==> src/rtl/pipe_ctrl_if.sv <==
// Handshake bundle between the pipeline stages and the stall controller.
// The performance-counter signals exist only when PIPE_CTRL_PERF_EN is defined.
interface pipe_ctrl_if;
    logic        stallreq_from_id;
    logic        stallreq_from_ex;
    logic        clr;
    logic [5:0]  stall;
    logic [1:0]  state;
    logic [15:0] stall_len;
    logic        stall_timeout;
`ifdef PIPE_CTRL_PERF_EN
    logic [31:0] id_stall_cnt;
    logic [31:0] ex_stall_cnt;

    modport master (
        output stallreq_from_id, stallreq_from_ex, clr,
        input  stall, state, stall_len, stall_timeout, id_stall_cnt, ex_stall_cnt
    );
    modport slave (
        input  stallreq_from_id, stallreq_from_ex, clr,
        output stall, state, stall_len, stall_timeout, id_stall_cnt, ex_stall_cnt
    );
`else
    modport master (
        output stallreq_from_id, stallreq_from_ex, clr,
        input  stall, state, stall_len, stall_timeout
    );
    modport slave (
        input  stallreq_from_id, stallreq_from_ex, clr,
        output stall, state, stall_len, stall_timeout
    );
`endif
endinterface

==> src/rtl/pipe_ctrl.sv <==
// Pipeline stall controller: combinational per-stage hold, stall-run tracking, watchdog.
// Optional per-source stall counters are built when PIPE_CTRL_PERF_EN is defined.
module pipe_ctrl #(
    parameter int WDOG_LIMIT = 64
) (
    input  logic       clk,
    input  logic       rst,
    pipe_ctrl_if.slave bus
);
    typedef enum logic [1:0] {
        RUN      = 2'b00,
        STALL_ID = 2'b01,
        STALL_EX = 2'b10
    } state_t;

    localparam logic [15:0] WDOG_LIMIT_W = 16'(WDOG_LIMIT);

    logic        id_req;
    logic        ex_req;
    logic        any_req;
    state_t      state_reg;
    state_t      state_next;
    logic [15:0] stall_len_reg;
    logic [15:0] stall_len_next;
    logic        timeout_reg;

    assign id_req  = bus.stallreq_from_id;
    assign ex_req  = bus.stallreq_from_ex;
    assign any_req = id_req | ex_req;

    // EX holds PC..EX/MEM (bits 0..3), ID holds PC..ID/EX (bits 0..2); reset masks everything.
    generate
        for (genvar gi = 0; gi < 6; gi++) begin : g_stall
            localparam bit HELD_BY_EX = (gi <= 3);
            localparam bit HELD_BY_ID = (gi <= 2);
            assign bus.stall[gi] = !rst && ((ex_req && HELD_BY_EX) || (id_req && HELD_BY_ID));
        end
    endgenerate

    always_comb begin
        state_next = RUN;
        if (ex_req)
            state_next = STALL_EX;
        else if (id_req)
            state_next = STALL_ID;
    end

    always_comb begin
        stall_len_next = '0;
        if (any_req)
            stall_len_next = (stall_len_reg == 16'hFFFF) ? 16'hFFFF : stall_len_reg + 16'd1;
    end

    always_ff @(posedge clk) begin
        if (rst) begin
            state_reg     <= RUN;
            stall_len_reg <= '0;
            timeout_reg   <= 1'b0;
        end else begin
            state_reg     <= state_next;
            stall_len_reg <= stall_len_next;
            // clr wins over a same-cycle watchdog hit; the flag is otherwise sticky
            if (bus.clr)
                timeout_reg <= 1'b0;
            else if (any_req && (stall_len_next == WDOG_LIMIT_W))
                timeout_reg <= 1'b1;
        end
    end

    assign bus.state         = state_reg;
    assign bus.stall_len     = stall_len_reg;
    assign bus.stall_timeout = timeout_reg;

`ifdef PIPE_CTRL_PERF_EN
    logic [31:0] id_cnt_reg;
    logic [31:0] ex_cnt_reg;

    always_ff @(posedge clk) begin
        if (rst || bus.clr) begin
            id_cnt_reg <= '0;
            ex_cnt_reg <= '0;
        end else if (ex_req) begin
            if (ex_cnt_reg != 32'hFFFF_FFFF)
                ex_cnt_reg <= ex_cnt_reg + 32'd1;
        end else if (id_req) begin
            if (id_cnt_reg != 32'hFFFF_FFFF)
                id_cnt_reg <= id_cnt_reg + 32'd1;
        end
    end

    assign bus.id_stall_cnt = id_cnt_reg;
    assign bus.ex_stall_cnt = ex_cnt_reg;
`endif
endmodule

==> src/flat_wrapper.sv <==
// flat-port wrapper written by rule: the top's interface ports become plain ports
module pipe_ctrl_flat 
#(
    parameter int WDOG_LIMIT = 64
)
  (clk, rst, bus_stallreq_from_id, bus_stallreq_from_ex, bus_clr, bus_stall, bus_state, bus_stall_len, bus_stall_timeout);
  pipe_ctrl_if bus_i ();
  input  logic clk;
  input  logic rst;
  input wire logic [$bits(bus_i.stallreq_from_id)-1:0] bus_stallreq_from_id;
  input wire logic [$bits(bus_i.stallreq_from_ex)-1:0] bus_stallreq_from_ex;
  input wire logic [$bits(bus_i.clr)-1:0] bus_clr;
  output wire logic [$bits(bus_i.stall)-1:0] bus_stall;
  output wire logic [$bits(bus_i.state)-1:0] bus_state;
  output wire logic [$bits(bus_i.stall_len)-1:0] bus_stall_len;
  output wire logic [$bits(bus_i.stall_timeout)-1:0] bus_stall_timeout;
  assign bus_i.stallreq_from_id = bus_stallreq_from_id;
  assign bus_i.stallreq_from_ex = bus_stallreq_from_ex;
  assign bus_i.clr = bus_clr;
  assign bus_stall = bus_i.stall;
  assign bus_state = bus_i.state;
  assign bus_stall_len = bus_i.stall_len;
  assign bus_stall_timeout = bus_i.stall_timeout;
  pipe_ctrl #(.WDOG_LIMIT(WDOG_LIMIT)) u_core (.clk(clk), .rst(rst), .bus(bus_i));
endmodule
==> config.mk <==
export PLATFORM = sky130hd
export DESIGN_NAME = pipe_ctrl_flat
export DESIGN_NICKNAME = d
export VERILOG_FILES = /design/src/rtl/pipe_ctrl_if.sv /design/src/rtl/pipe_ctrl.sv /design/src/flat_wrapper.sv
export SDC_FILE = /design/constraint.sdc
export NUM_CORES = 1
export LEC_CHECK = 0
export CORE_ASPECT_RATIO = 0.8
export CORE_MARGIN = 3
export CORE_UTILIZATION = 25
export CTS_CLUSTER_DIAMETER = 80
export DETAILED_ROUTE_END_ITERATION = 7
export DONT_BUFFER_PORTS = 1
export MAX_ROUTING_LAYER = met4
export PLACE_DENSITY = 0.4
export SLEW_MARGIN = 0
export SYNTH_ARGS = -nofsm -noshare
export SYNTH_HDL_FRONTEND = slang
export SYNTH_SLANG_ARGS = --single-unit
export TNS_END_PERCENT = 20
==> constraint.sdc <==
create_clock -name clk -period 1.85 [get_ports clk]
set_input_delay 0.2775 -clock clk [delete_from_list [all_inputs] [get_ports clk]]
set_output_delay 0.2775 -clock clk [all_outputs]
set_load 0.02 [all_outputs]
==> results.cfg <==
[sta]
slew_viol_final = 0
whs_ps = 77.5
hold_viol = 0
setup_tns_ps = 0
setup_slack_ps = 90.3
fin_crit_ps = 1760
grt_setup_unrepaired = false
fin_crit_sh = 0.951
timing.fmax_ghz = 0.568
finClkSkew_ps = 4.44
setup_violations = 0

[min_path]
hold_path_class = input port to flop
holdPathEnd = u_core.bus.state[0]$_SDFF_PP0_
hold_path_depth = 1
hold_start = bus_stallreq_from_ex

[floorplan]
dieArea_sq_um = 5330
die_x_um = 80.9
coreArea_sq_um = 4260
rows = 21
die_h_um = 65.9
start_util = 0.263
num_io_pins = 30

[grt]
grt_pass1_vias = 1004
antenna_found_initial = 0
grt.total_usage = 0.118
grt_max_degree = 11
grt-ovfl-total = 0
grt_pass1_wl_um = 4780

[cts]
clock_sinks = 19
postCtsResizedCells = 0
ctsRootBufferMaster = clkbuf_8
cts_buffers = 3
cts_buffer_depth = 2
htree_levels = 1
cts_tree = done
clock_latency_ps = 260
cts_hold_buffers = 0
cts_setup_buffers = 0
clk_pin_slew_ps = 80

[cells_and_area]
final_core_util = 0.323
num_antenna_cells = 0
largest_register_ff_count = 16
area_growth_pct = 22.7
regArea_sq_um = 388
nets = 164
drive_gt1_frac = 0.299
fillers = 462
multi_input_area_sq_um = 661

[power]
seqPwrFrac = 0.541
power.leakage_nw = 0.575
power_density_nw_per_um2 = 570
ir_drop_uv = 176
intPower_uw = 588
switchingPower_uw = 196
combPwrFrac = 0.072
clkPwrFrac = 0.387
total_power_uw = 784
sw_frac_of_total = 0.250

[setup_path]
required_ps = 2050
cp.arrival_ps = 1960
crit_path_max_incr_delay_ps = 380
endpoint_kind = flop
critPathKind = flop to flop
rr_endpoint = u_core.bus.stall_timeout$_SDFFE_PP0P_
regToRegSetupSlack_ps = 90
crit-reg2reg-launch = u_core.bus.stall_len[0]$_SDFF_PP0_
cp_cell_sequence = and4_2 > a311oi_1 > a31oi_1 > or3b_1 > a22o_1 > o21ai_1
critPathLaunchType = flop
crit_fanout = 6
rr_worst_depth = 6
path_buf_inv = 0
critPathTopFamily = compound AO/OA/AOI/OAI gates
cp_slowest_cell = or3b_1

[drt]
route.detailed.drc = 0
dr.first_iter.drc_count = 50
via_count = 1030
drt_pass1_iterations = 4
ant_nets = 0
drt-wirelength-per-cell_um = 13.8
vias_per_cell = 4.81
drt_wl_total_um = 2950

[synthesis]
synth_top_cell_area_share = 0.339
synth_ff_type = dfxtp_1
muxShareOfSynthArea = 0.00893
yosysWarnings = 0
async_reset_ff_frac = 0
synth_most_common_cell = dfxtp_1
synth_cell_types = 45
synth-xor-area-share = 0.0703
synth_area_per_cell_sq_um = 8.24
synth_area_sq_um = 1120
ys_seq_area_frac = 0.339
synth_area_leaders = dfxtp_1 34%, a21oi_1 6.7%, nand2_1 4.7%
synth_top_cell_by_area = dfxtp_1
synth_top_family_by_area = simple AND/OR/NAND/NOR gates
synth-compound-area-share = 0.153
synthCells = 136
synth_edf_count = 0
synthSimpleGateAreaFrac = 0.337
ys_seq_elements = 19
yosys.area_share.adder = 0.0112
synthTopCellsByCount = 19 x dfxtp_1, 15 x a21oi_1, 14 x nand2_1

[placed_design]
gp_congestion = 0.736
place_worst_setup_slack_ps = 102
io_buffers = 0
dp_hpwl_um = 2330

[outcome]
run_status = finished, final reports clean

[run]
cap_violations = 0
[how the worst max path moves through the flow]
stage	startpoint	endpoint	slack, ps	cells past startpoint
2_1_floorplan	u_core.bus.stall_len[1]$_SDFF_PP0_	u_core.bus.stall_timeout$_SDFFE_PP0P_	8	7
3_3_place_gp	u_core.bus.stall_len[4]$_SDFF_PP0_	u_core.bus.stall_timeout$_SDFFE_PP0P_	110	6
3_5_place_dp	u_core.bus.stall_len[4]$_SDFF_PP0_	u_core.bus.stall_timeout$_SDFFE_PP0P_	100	6
4_1_cts	u_core.bus.stall_len[4]$_SDFF_PP0_	u_core.bus.stall_timeout$_SDFFE_PP0P_	60	6
5_1_grt	u_core.bus.stall_len[0]$_SDFF_PP0_	u_core.bus.stall_timeout$_SDFFE_PP0P_	5	7
6_report	u_core.bus.stall_len[0]$_SDFF_PP0_	u_core.bus.stall_timeout$_SDFFE_PP0P_	90	6
[per-stage QoR]
step,instance area (sq um),std cells
6_report,1380,214
5_1_grt,1380,214
4_1_cts,1370,214
3_5_place_dp,1330,210
3_3_place_gp,1330,210
2_1_floorplan,1130,137
[cell usage in the layout, fill, tap and decap left out, types with 2 or more instances in the layout]
cell      instances
a31oi_1           2
and2_2            2
and4_1            3
clkbuf_8          3
nand2b_1          2
nor2_1            9
a21oi_1          15
conb_1            2
nand4_2           2
xor2_1            6
xnor2_1           3
nor3b_1           2
inv_1             4
and3_1            4
o21ai_0           2
nor3_1            6
buf_4            26
dfxtp_2           3
nand3_1           3
nor2b_1           2
dfxtp_1          15
nand4_1           3
or2_2             3
nand2_1          14
[cell type report]
cell class                 count  share of cell area
multi-input combinational    104               0.480
clock buffer                   4              0.0328
sequential                    19               0.282
inverter                       4              0.0109
timing repair buffer          26               0.142
tap                           57              0.0519
[power by group through the flow]
stage                     logic, mW  clock network (mW)  registers, mW
final                        0.0564               0.303          0.424
after global routing         0.0635               0.334          0.425
after CTS                    0.0574               0.315          0.424
after detailed placement     0.0570                   0          0.434
after global placement       0.0566                   0          0.434
after floorplan              0.0411                   0          0.439
[worst register-to-register path: stages, from the launching register on]
cell and delay (ps):
dfxtp_4 370, and4_2 270, a311oi_1 260, a31oi_1 50
or3b_1 380, a22o_1 230, o21ai_1 130
[routing by layer]
layer,global-route usage,part of all wire
met5,-,0
met1,0.150,0.47
met4,0.0253,0.0078
met2,0.181,0.44
met3,0.0422,0.076
[kinds of logic (layout without fill, tap and decap cells)]
| group | count (synthesis) | in the layout |
|---|---|---|
| buffers and inverters | 14 | 34 |
| AND/OR/NAND/NOR | 63 | 63 |
| AO/OA/AOI/OAI | 28 | 28 |
| adder cells (fa/ha/maj) | 1 | 1 |
| XOR/XNOR | 9 | 9 |
| other | 1 | 2 |
| multiplexers | 1 | 1 |
| flip-flops | 19 | 19 |
Power figures use the tool's default switching activity.
